$ cat config.mk
export PLATFORM = sky130hd
export DESIGN_NAME = mem_bus_arbiter
export DESIGN_NICKNAME = d
export VERILOG_FILES = /design/src/rtl/mem_bus_arbiter.sv
export SDC_FILE = /design/constraint.sdc
export NUM_CORES = 1
export LEC_CHECK = 0
export ABC_AREA = 1
export CORE_MARGIN = 1.5
export CORE_UTILIZATION = 24
export CTS_CLUSTER_DIAMETER = 40
export DETAILED_ROUTE_END_ITERATION = 8
export SLEW_MARGIN = 20
export SYNTH_ARGS = -nofsm -noshare
export SYNTH_HDL_FRONTEND = slang
export SYNTH_SLANG_ARGS = --single-unit
$ cat constraint.sdc
create_clock -name clock -period 1.5 [get_ports clock]
set_input_delay 0.45 -clock clock [delete_from_list [all_inputs] [get_ports clock]]
set_output_delay 0.45 -clock clock [all_outputs]
set_load 0.005 [all_outputs]
$ cat src/rtl/mem_bus_arbiter.sv
// Round-robin arbiter that serialises strobe/ready requests from several
// masters onto a single memory port, with separate write/read data buses
// and a per-access timeout that turns a hung memory into an error response.
module mem_bus_arbiter #(
  parameter int ADDRESS_SIZE = 15,
  parameter int DATA_SIZE    = 32,
  parameter int CHANNELS     = 2,
  parameter int TIMEOUT      = 255
) (
  input  logic                               clock,
  input  logic                               reset,
  input  logic [CHANNELS-1:0]                chStrobe,
  input  logic [CHANNELS-1:0]                chWriteEnable,
  input  logic [CHANNELS*ADDRESS_SIZE-1:0]   chAddress,
  input  logic [CHANNELS*DATA_SIZE-1:0]      chWriteData,
  output logic [DATA_SIZE-1:0]               chReadData,
  output logic [CHANNELS-1:0]                chReady,
  output logic [CHANNELS-1:0]                chError,
  output logic [ADDRESS_SIZE-1:0]            memAddress,
  output logic                               memStrobe,
  output logic                               memWriteEnable,
  output logic [DATA_SIZE-1:0]               memWriteData,
  input  logic [DATA_SIZE-1:0]               memReadData,
  input  logic                               memReady,
  output logic [$clog2(CHANNELS)-1:0]        grant,
  output logic                               busy
);

  localparam int GW = $clog2(CHANNELS);
  // Counter is at least 8 bits so small TIMEOUT values keep a sane width.
  localparam int CW = ($clog2(TIMEOUT + 1) > 8) ? $clog2(TIMEOUT + 1) : 8;
  localparam logic TIMEOUT_EN = (TIMEOUT != 0);
  localparam logic [CW-1:0] CNT_LAST = (TIMEOUT > 0) ? CW'(TIMEOUT - 1) : {CW{1'b0}};
  localparam logic [GW-1:0] LAST_CH = GW'(CHANNELS - 1);

  typedef enum logic [1:0] {
    IDLE   = 2'd0,
    ACCESS = 2'd1,
    DONE   = 2'd2
  } state_t;

  state_t                  state_q, state_d;
  logic [GW-1:0]           grant_q, grant_d;
  logic [GW-1:0]           last_grant_q, last_grant_d;
  logic [CW-1:0]           cnt_q, cnt_d;
  logic [ADDRESS_SIZE-1:0] mem_address_q, mem_address_d;
  logic [DATA_SIZE-1:0]    mem_write_data_q, mem_write_data_d;
  logic                    mem_write_enable_q, mem_write_enable_d;
  logic                    mem_strobe_q, mem_strobe_d;
  logic                    busy_q, busy_d;
  logic [DATA_SIZE-1:0]    ch_read_data_q, ch_read_data_d;
  logic [CHANNELS-1:0]     ch_ready_q, ch_ready_d;
  logic [CHANNELS-1:0]     ch_error_q, ch_error_d;

  logic [GW-1:0]           pick_s;
  logic                    pick_valid_s;
  logic [GW:0]             rr_sum_s;

  // One-hot decode of a channel index.
  function automatic logic [CHANNELS-1:0] grant_onehot(input logic [GW-1:0] g);
    return {{(CHANNELS-1){1'b0}}, 1'b1} << g;
  endfunction

  // Round-robin pick: first requester scanning from last_grant+1, wrapping.
  always_comb begin
    pick_s       = {GW{1'b0}};
    pick_valid_s = 1'b0;
    rr_sum_s     = {(GW+1){1'b0}};
    for (int i = 1; i <= CHANNELS; i++) begin
      rr_sum_s = {1'b0, last_grant_q} + (GW+1)'(i);
      if (rr_sum_s >= (GW+1)'(CHANNELS)) begin
        rr_sum_s = rr_sum_s - (GW+1)'(CHANNELS);
      end else begin
        rr_sum_s = rr_sum_s;
      end
      if (!pick_valid_s && chStrobe[rr_sum_s[GW-1:0]]) begin
        pick_s       = rr_sum_s[GW-1:0];
        pick_valid_s = 1'b1;
      end else begin
        pick_s       = pick_s;
      end
    end
  end

  // Next-state and registered-output computation for IDLE/ACCESS/DONE.
  always_comb begin
    state_d            = state_q;
    grant_d            = grant_q;
    last_grant_d       = last_grant_q;
    cnt_d              = cnt_q;
    mem_address_d      = mem_address_q;
    mem_write_data_d   = mem_write_data_q;
    mem_write_enable_d = mem_write_enable_q;
    mem_strobe_d       = 1'b0;
    busy_d             = 1'b0;
    ch_read_data_d     = ch_read_data_q;
    ch_ready_d         = {CHANNELS{1'b0}};
    ch_error_d         = {CHANNELS{1'b0}};
    case (state_q)
      IDLE: begin
        if (pick_valid_s) begin
          state_d            = ACCESS;
          grant_d            = pick_s;
          last_grant_d       = pick_s;
          cnt_d              = {CW{1'b0}};
          mem_address_d      = chAddress[pick_s*ADDRESS_SIZE +: ADDRESS_SIZE];
          mem_write_data_d   = chWriteData[pick_s*DATA_SIZE +: DATA_SIZE];
          mem_write_enable_d = chWriteEnable[pick_s];
          mem_strobe_d       = 1'b1;
          busy_d             = 1'b1;
        end else begin
          state_d            = IDLE;
        end
      end
      ACCESS: begin
        busy_d = 1'b1;
        if (memReady) begin
          state_d        = DONE;
          ch_read_data_d = memReadData;
          ch_ready_d     = grant_onehot(grant_q);
        end else if (TIMEOUT_EN && (cnt_q == CNT_LAST)) begin
          // Hung memory: complete with zero data and an error flag.
          state_d        = DONE;
          ch_read_data_d = {DATA_SIZE{1'b0}};
          ch_ready_d     = grant_onehot(grant_q);
          ch_error_d     = grant_onehot(grant_q);
        end else begin
          cnt_d          = cnt_q + CW'(1);
          mem_strobe_d   = 1'b1;
        end
      end
      DONE: begin
        state_d = IDLE;
      end
      default: begin
        state_d = IDLE;
      end
    endcase
  end

  // State and output registers with asynchronous active-low reset.
  always_ff @(posedge clock or negedge reset) begin
    if (!reset) begin
      state_q            <= IDLE;
      grant_q            <= {GW{1'b0}};
      last_grant_q       <= LAST_CH;
      cnt_q              <= {CW{1'b0}};
      mem_address_q      <= {ADDRESS_SIZE{1'b0}};
      mem_write_data_q   <= {DATA_SIZE{1'b0}};
      mem_write_enable_q <= 1'b0;
      mem_strobe_q       <= 1'b0;
      busy_q             <= 1'b0;
      ch_read_data_q     <= {DATA_SIZE{1'b0}};
      ch_ready_q         <= {CHANNELS{1'b0}};
      ch_error_q         <= {CHANNELS{1'b0}};
    end else begin
      state_q            <= state_d;
      grant_q            <= grant_d;
      last_grant_q       <= last_grant_d;
      cnt_q              <= cnt_d;
      mem_address_q      <= mem_address_d;
      mem_write_data_q   <= mem_write_data_d;
      mem_write_enable_q <= mem_write_enable_d;
      mem_strobe_q       <= mem_strobe_d;
      busy_q             <= busy_d;
      ch_read_data_q     <= ch_read_data_d;
      ch_ready_q         <= ch_ready_d;
      ch_error_q         <= ch_error_d;
    end
  end

  assign chReadData     = ch_read_data_q;
  assign chReady        = ch_ready_q;
  assign chError        = ch_error_q;
  assign memAddress     = mem_address_q;
  assign memStrobe      = mem_strobe_q;
  assign memWriteEnable = mem_write_enable_q;
  assign memWriteData   = mem_write_data_q;
  assign grant          = grant_q;
  assign busy           = busy_q;

endmodule

Word level (Yosys, flattened, before mapping):

Cells that the tools add are included.

* equal/unequal tests: 6
* mux-type cells: 32
* shift-type cells: 3
* reductions and logical operators: 8
* bitwise gates (word level): 0
* div/mod/pow operators: 0
* magnitude comparators: 5
* multiply operators: 1
* add/subtract/negate cells: 5

Operators with widths (number)
* 32-bit 2-to-1 mux: 2
* 64-bit by 7-bit indexed part select with 32-bit output: 1
* 30-bit by 6-bit indexed part select with 15-bit output: 1
* 8-bit 2-to-1 mux: 3
* 1-bit 2-to-1 mux: 16
* 8-bit case mux with 2 select lines: 1
* 2-bit 2-to-1 mux: 7
* 8-bit by 1-bit adder with 8-bit output (second input constant): 1
* 8-bit equality test (second input constant): 1
* 1-bit by 2-bit less-than comparator with 1-bit output (second input constant): 3
* 2-bit != test (second input constant): 3
* 1-bit by 4-bit multiplier with 5-bit output (second input constant): 1
* 2-bit >= comparator (second input constant): 2
* 1-bit case mux with 2 select lines: 2
* 2-bit case mux with 2 select lines: 1
* 2-bit AND reduction: 2
* 4-bit AND reduction: 1
* 2-bit nonzero test: 2
* 3-bit != test (second input constant): 1
* 1-bit by 1-bit adder with 2-bit output (second input constant): 1
* 1-bit by 2-bit adder with 2-bit output (second input constant): 1
* 2-bit by 1-bit equality test with 1-bit output (second input constant): 1
* 2-bit logical NOT: 1
* 1-bit by 1-bit left shift with 2-bit output (first input constant): 1
* other kinds (3): 4

* ROM bits: 0
* memories kept: 0
* bits of input ports: 133
* output and inout port bits: 87
* memory bits (writable): 0
* logic and storage cells: 72
* register bits after elaboration: 98
* latch bits: 0

Depth between registers and ports, before layout:

* depth in word-level cells: 11
* gate-level depth with buffers: 10
* depth with buffers taken out: 9

Worst setup path after synthesis:

Ideal clock, no wire load.

* path type: register -> register
* start: reg cnt_q[0]
* end: reg ch_read_data_q[24] (netlist: chReadData[24])
* clock period less this slack: 1362 ps
* path slack: 138 ps
* buffers on the path: 1
* cell stages (with the launch flop): 11
* arrival time: 1246 ps
* cell sequence: dfrtp_1 inv_1 ha_1 inv_1 nor2_2 nand2_2 nand2_2 nand2_4 buf_6 nand2_1 nand2_1

* cells in the longest elaborated chain, start to end: 3

RTL lines
* start, declared: RTL line 45 `logic [CW-1:0] cnt_q, cnt_d;`
* start signal, assigned: RTL line 147 `cnt_q <= {CW{1'b0}};`
* start signal, assigned: RTL line 160 `cnt_q <= cnt_d;`
* 8-bit equality test: RTL line 121 `end else if (TIMEOUT_EN && (cnt_q == CNT_LAST)) begin`
* 2-bit nonzero test (no source line)
* 2-bit AND reduction (no source line)
* end signal, assigned: RTL line 153 `ch_read_data_q <= {DATA_SIZE{1'b0}};`
* end signal, assigned: RTL line 166 `ch_read_data_q <= ch_read_data_d;`
* end, declared: RTL line 51 `logic [DATA_SIZE-1:0] ch_read_data_q, ch_read_data_d;`

Every way passes these cells.
A chain may end at the register's enable or synchronous reset.

Final worst setup path:

* start: reg mem_address_q[7] (netlist: memAddress[7])
* end: out memAddress[7]

RTL lines
* start, declared: RTL line 46 `logic [ADDRESS_SIZE-1:0] mem_address_q, mem_address_d;`
* start signal, assigned: RTL line 148 `mem_address_q <= {ADDRESS_SIZE{1'b0}};`
* start signal, assigned: RTL line 161 `mem_address_q <= mem_address_d;`
* end, declared: RTL line 19 `output logic [ADDRESS_SIZE-1:0] memAddress,`

No word-level cell between the ends.

==> results.toml <==
[flow_run]
cap_violations = 0

[layout]
areaGrowthSynthToFinish_pct = 71.14
diodes = 0
final_core_util = 0.4214
fin_nets = 881
drive_gt1_frac = 0.1039

[critical_path]
start_kind = "flip-flop"
crit_fanout = 2
crit_slowest_cell = "dfrtp_1"
crit_arrival_ns = 1.01
rr_worst_depth = 10
end_kind = "primary output"
critPathKind = "flip-flop to primary output"
regToRegEndpoint = "chReadData[29]"
cp_top_family = "flip-flops"
r2r_slack_ns = 0.12
crit_buf_inv = 1
worst_r2r_startpoint = "cnt_q[0]"
cp_data_required_time_ns = 1.05
crit_chain = "dlygate4sd2_1"
slowest_delay_ns = 0.39

[detailed_routing]
ant_nets = 0
via_per_inst = 4.276
vias = 4173
wire_per_inst_um = 14.34
dr.first_iter.drc_count = 202
route.detailed.drc = 0
wirelength_um = 14000
first_pass_iters = 4

[global_routing]
grt_overflow = 0
grt_start_max_net_pins = 45
grt_pass1_vias = 3998
grt_usage = 0.1409
antenna_found_initial = 0
grt_first_pass_wirelength_um = 20510

[floorplan]
num_rows = 48
start_util = 0.2463
die_w_um = 136.5
top_level_ports = 220
core_mm2 = 0.01736
die_y_um = 136.5
die_area_mm2 = 0.01862

[timing]
fin_tns_setup_ns = 0
slew-limit-headroom = 0.7804
fmax_ghz = 0.6828
finalCritPeriodShare = 0.9764
setup_viol = 0
min_period_ns = 1.465
hold_viol = 0
grt_setup_unrepaired = "false"
maxSlewViolCount = 0
clock_skew_ns = 0.006863
worstMarginPinSlew_ns = 0.3294

[logic_synthesis]
syn_avg_cell_area_um2 = 8.531
seq_area_frac_synth = 0.5741
yosysWarnings = 0
netlist_area_mm2 = 0.004274
synthCells = 501
ys_ff_latch = 98
synth_cell_types = 26
synthesis.nets = 636

[clock_network]
clockBufferDepth = 2
cts_tree = "yes"
clkSlewWorstSetupHoldPaths_ns = 0.08
cts_sinks = 98
clk_latency_ns = 0.35
numCtsBuffers = 9
root_buffer = "clkbuf_16"
cts_max_level = 3

[min_path]
min-delay-start = "chReadData[3]"
hold_path.class = "flip-flop to flip-flop"
holdPathEnd = "chReadData[3]"
hold_depth = 2

[outcome]
outcome = "finished clean"

[power]
leakage_nw = 3.388
p_per_area_mw_per_mm2 = 1672
ir_drop_mv = 0.6160

[place]
dp_hpwl_um = 9628
port_buffers = 219
gp_congestion = 0.7555
-- timing repair --
action                                 in CTS  in global routing
setup endpoints to repair                  88                 71
endpoints found under the hold margin      18                  0
pin swaps                                   0                  1
resized for setup                          89                 19
setup buffers                               1                  6
hold buffers                                1                  0
gates cloned                                0                  5
-- metrics by stage --
| step | worst slack [ns] | power, mW | area (µm²) | cells | hold WS (ns) |
|---|---|---|---|---|---|
| floorplan | 0.1377 | 6.799 | 4274 | 501 | 0.1544 |
| global placement | -0.3433 | 10.30 | 6917 | 947 | 0.3812 |
| detailed placement | -0.3684 | 10.39 | 6917 | 947 | 0.3759 |
| CTS | 0.002283 | 11.95 | 7116 | 965 | 0.4721 |
| global route | 0.0004600 | 13.22 | 7315 | 976 | 0.4936 |
| finish | 0.03547 | 12.23 | 7315 | 976 | 0.4657 |
-- where the power goes --
| part | total (mW) | switching, mW | internal, mW | leakage, nW |
|---|---|---|---|---|
| Combinational | 5.53 | 2.66 | 2.88 | 2.08 |
| Clock | 2.26 | 1.10 | 1.16 | 0.136 |
| Sequential | 4.43 | 0.589 | 3.84 | 1.17 |
-- registers in the layout, summed over array words and instances (netlist names) --
| register | flops |
|---|---|
| busy | 1 |
| chError | 2 |
| chReadData | 32 |
| chReady | 2 |
| cnt_q | 8 |
| grant | 1 |
| last_grant_q | 1 |
| memAddress | 15 |
| memStrobe | 1 |
| memWriteData | 32 |
| memWriteEnable | 1 |
| state_q | 2 |
-- final cells by class --
class,count,area [µm²]
tap,225,281.5
sequential,98,2454
clock inverter,7,60.06
clock buffer,9,225.2
fill,1763,10040
multi-input combinational,361,1618
inverter,16,70.07
timing repair buffer,260,2606
-- kinds of logic after synthesis --
family / synth area share
adder cells (fa/ha/maj): 0.005854
AO/OA/AOI/OAI: 0.08694
AND/OR/NAND/NOR: 0.2784
flip-flops: 0.5741
buffers and inverters: 0.05474
-- cells in the mapped netlist --
cell	instances	share of area
nand2_1	220	0.19
dfrtp_1	97	0.57
nor2_1	54	0.047
a31oi_1	48	0.070
buf_2	13	0.015
inv_1	13	0.011
nand3_1	8	0.0094
buf_6	6	0.016
o21ai_1	6	0.0070
clkbuf_1	4	0.0035
nand2_2	4	0.0059
nor2_2	4	0.0059
buf_4	3	0.0053
inv_2	3	0.0026
ha_1	2	0.0059
nand2_4	2	0.0053
nand3b_1	2	0.0035
nor4_1	2	0.0029
o21ai_0	2	0.0023
o21bai_1	2	0.0035
buf_1	1	0.00088
dfstp_2	1	0.0061
nand3_2	1	0.0023
nor2_4	1	0.0026
o21a_1	1	0.0018
o21ai_2	1	0.0020
-- worst max path at each step --
stage / to / slack (ns) / startpoint / cells after the start
5_1_grt: memWriteData[5] / 0.0005 / memWriteData[5] / 1
3_3_place_gp: cnt_q[0] / -0.34 / chStrobe[1] / 8
6_report: memAddress[7] / 0.04 / memAddress[7] / 1
2_1_floorplan: chReadData[24] / 0.14 / cnt_q[0] / 10
4_1_cts: memWriteData[0] / 0.002 / chStrobe[0] / 8
3_5_place_dp: memWriteData[29] / -0.37 / chStrobe[0] / 8
-- placed cells by master, fill, tap and decap left out --
cell,instances
nand2_1,217
clkdlybuf4s50_1,131
dfrtp_1,97
dlygate4sd2_1,77
nor2_1,54
a31oi_1,48
buf_4,25
inv_1,13
clkbuf_16,13
clkdlybuf4s15_1,10
buf_12,10
nand3_1,8
nand2_2,6
o21ai_1,6
nand2_4,4
nor2_2,4
nor4_1,2
clkinv_4,2
o21bai_1,2
nand3b_1,2
o21ai_0,2
ha_1,2
clkinvlp_4,2
inv_8,2
inv_6,2
buf_6,2
o21ai_4,1
nor2_4,1
nand3_2,1
inv_2,1
o21a_1,1
clkinv_2,1
dlygate4sd3_1,1
dfstp_2,1
-- per-layer routing --
metal / up-vias / global-route usage / part of all wire
met1: 1940 / 0.1849 / 0.47
met2: 120 / 0.2259 / 0.47
met5: - / 0 / 0
li1: 2097 / - / -
met4: 0 / 0.05260 / 0.016
met3: 16 / 0.03207 / 0.051
(Power assumes the default switching activity.)
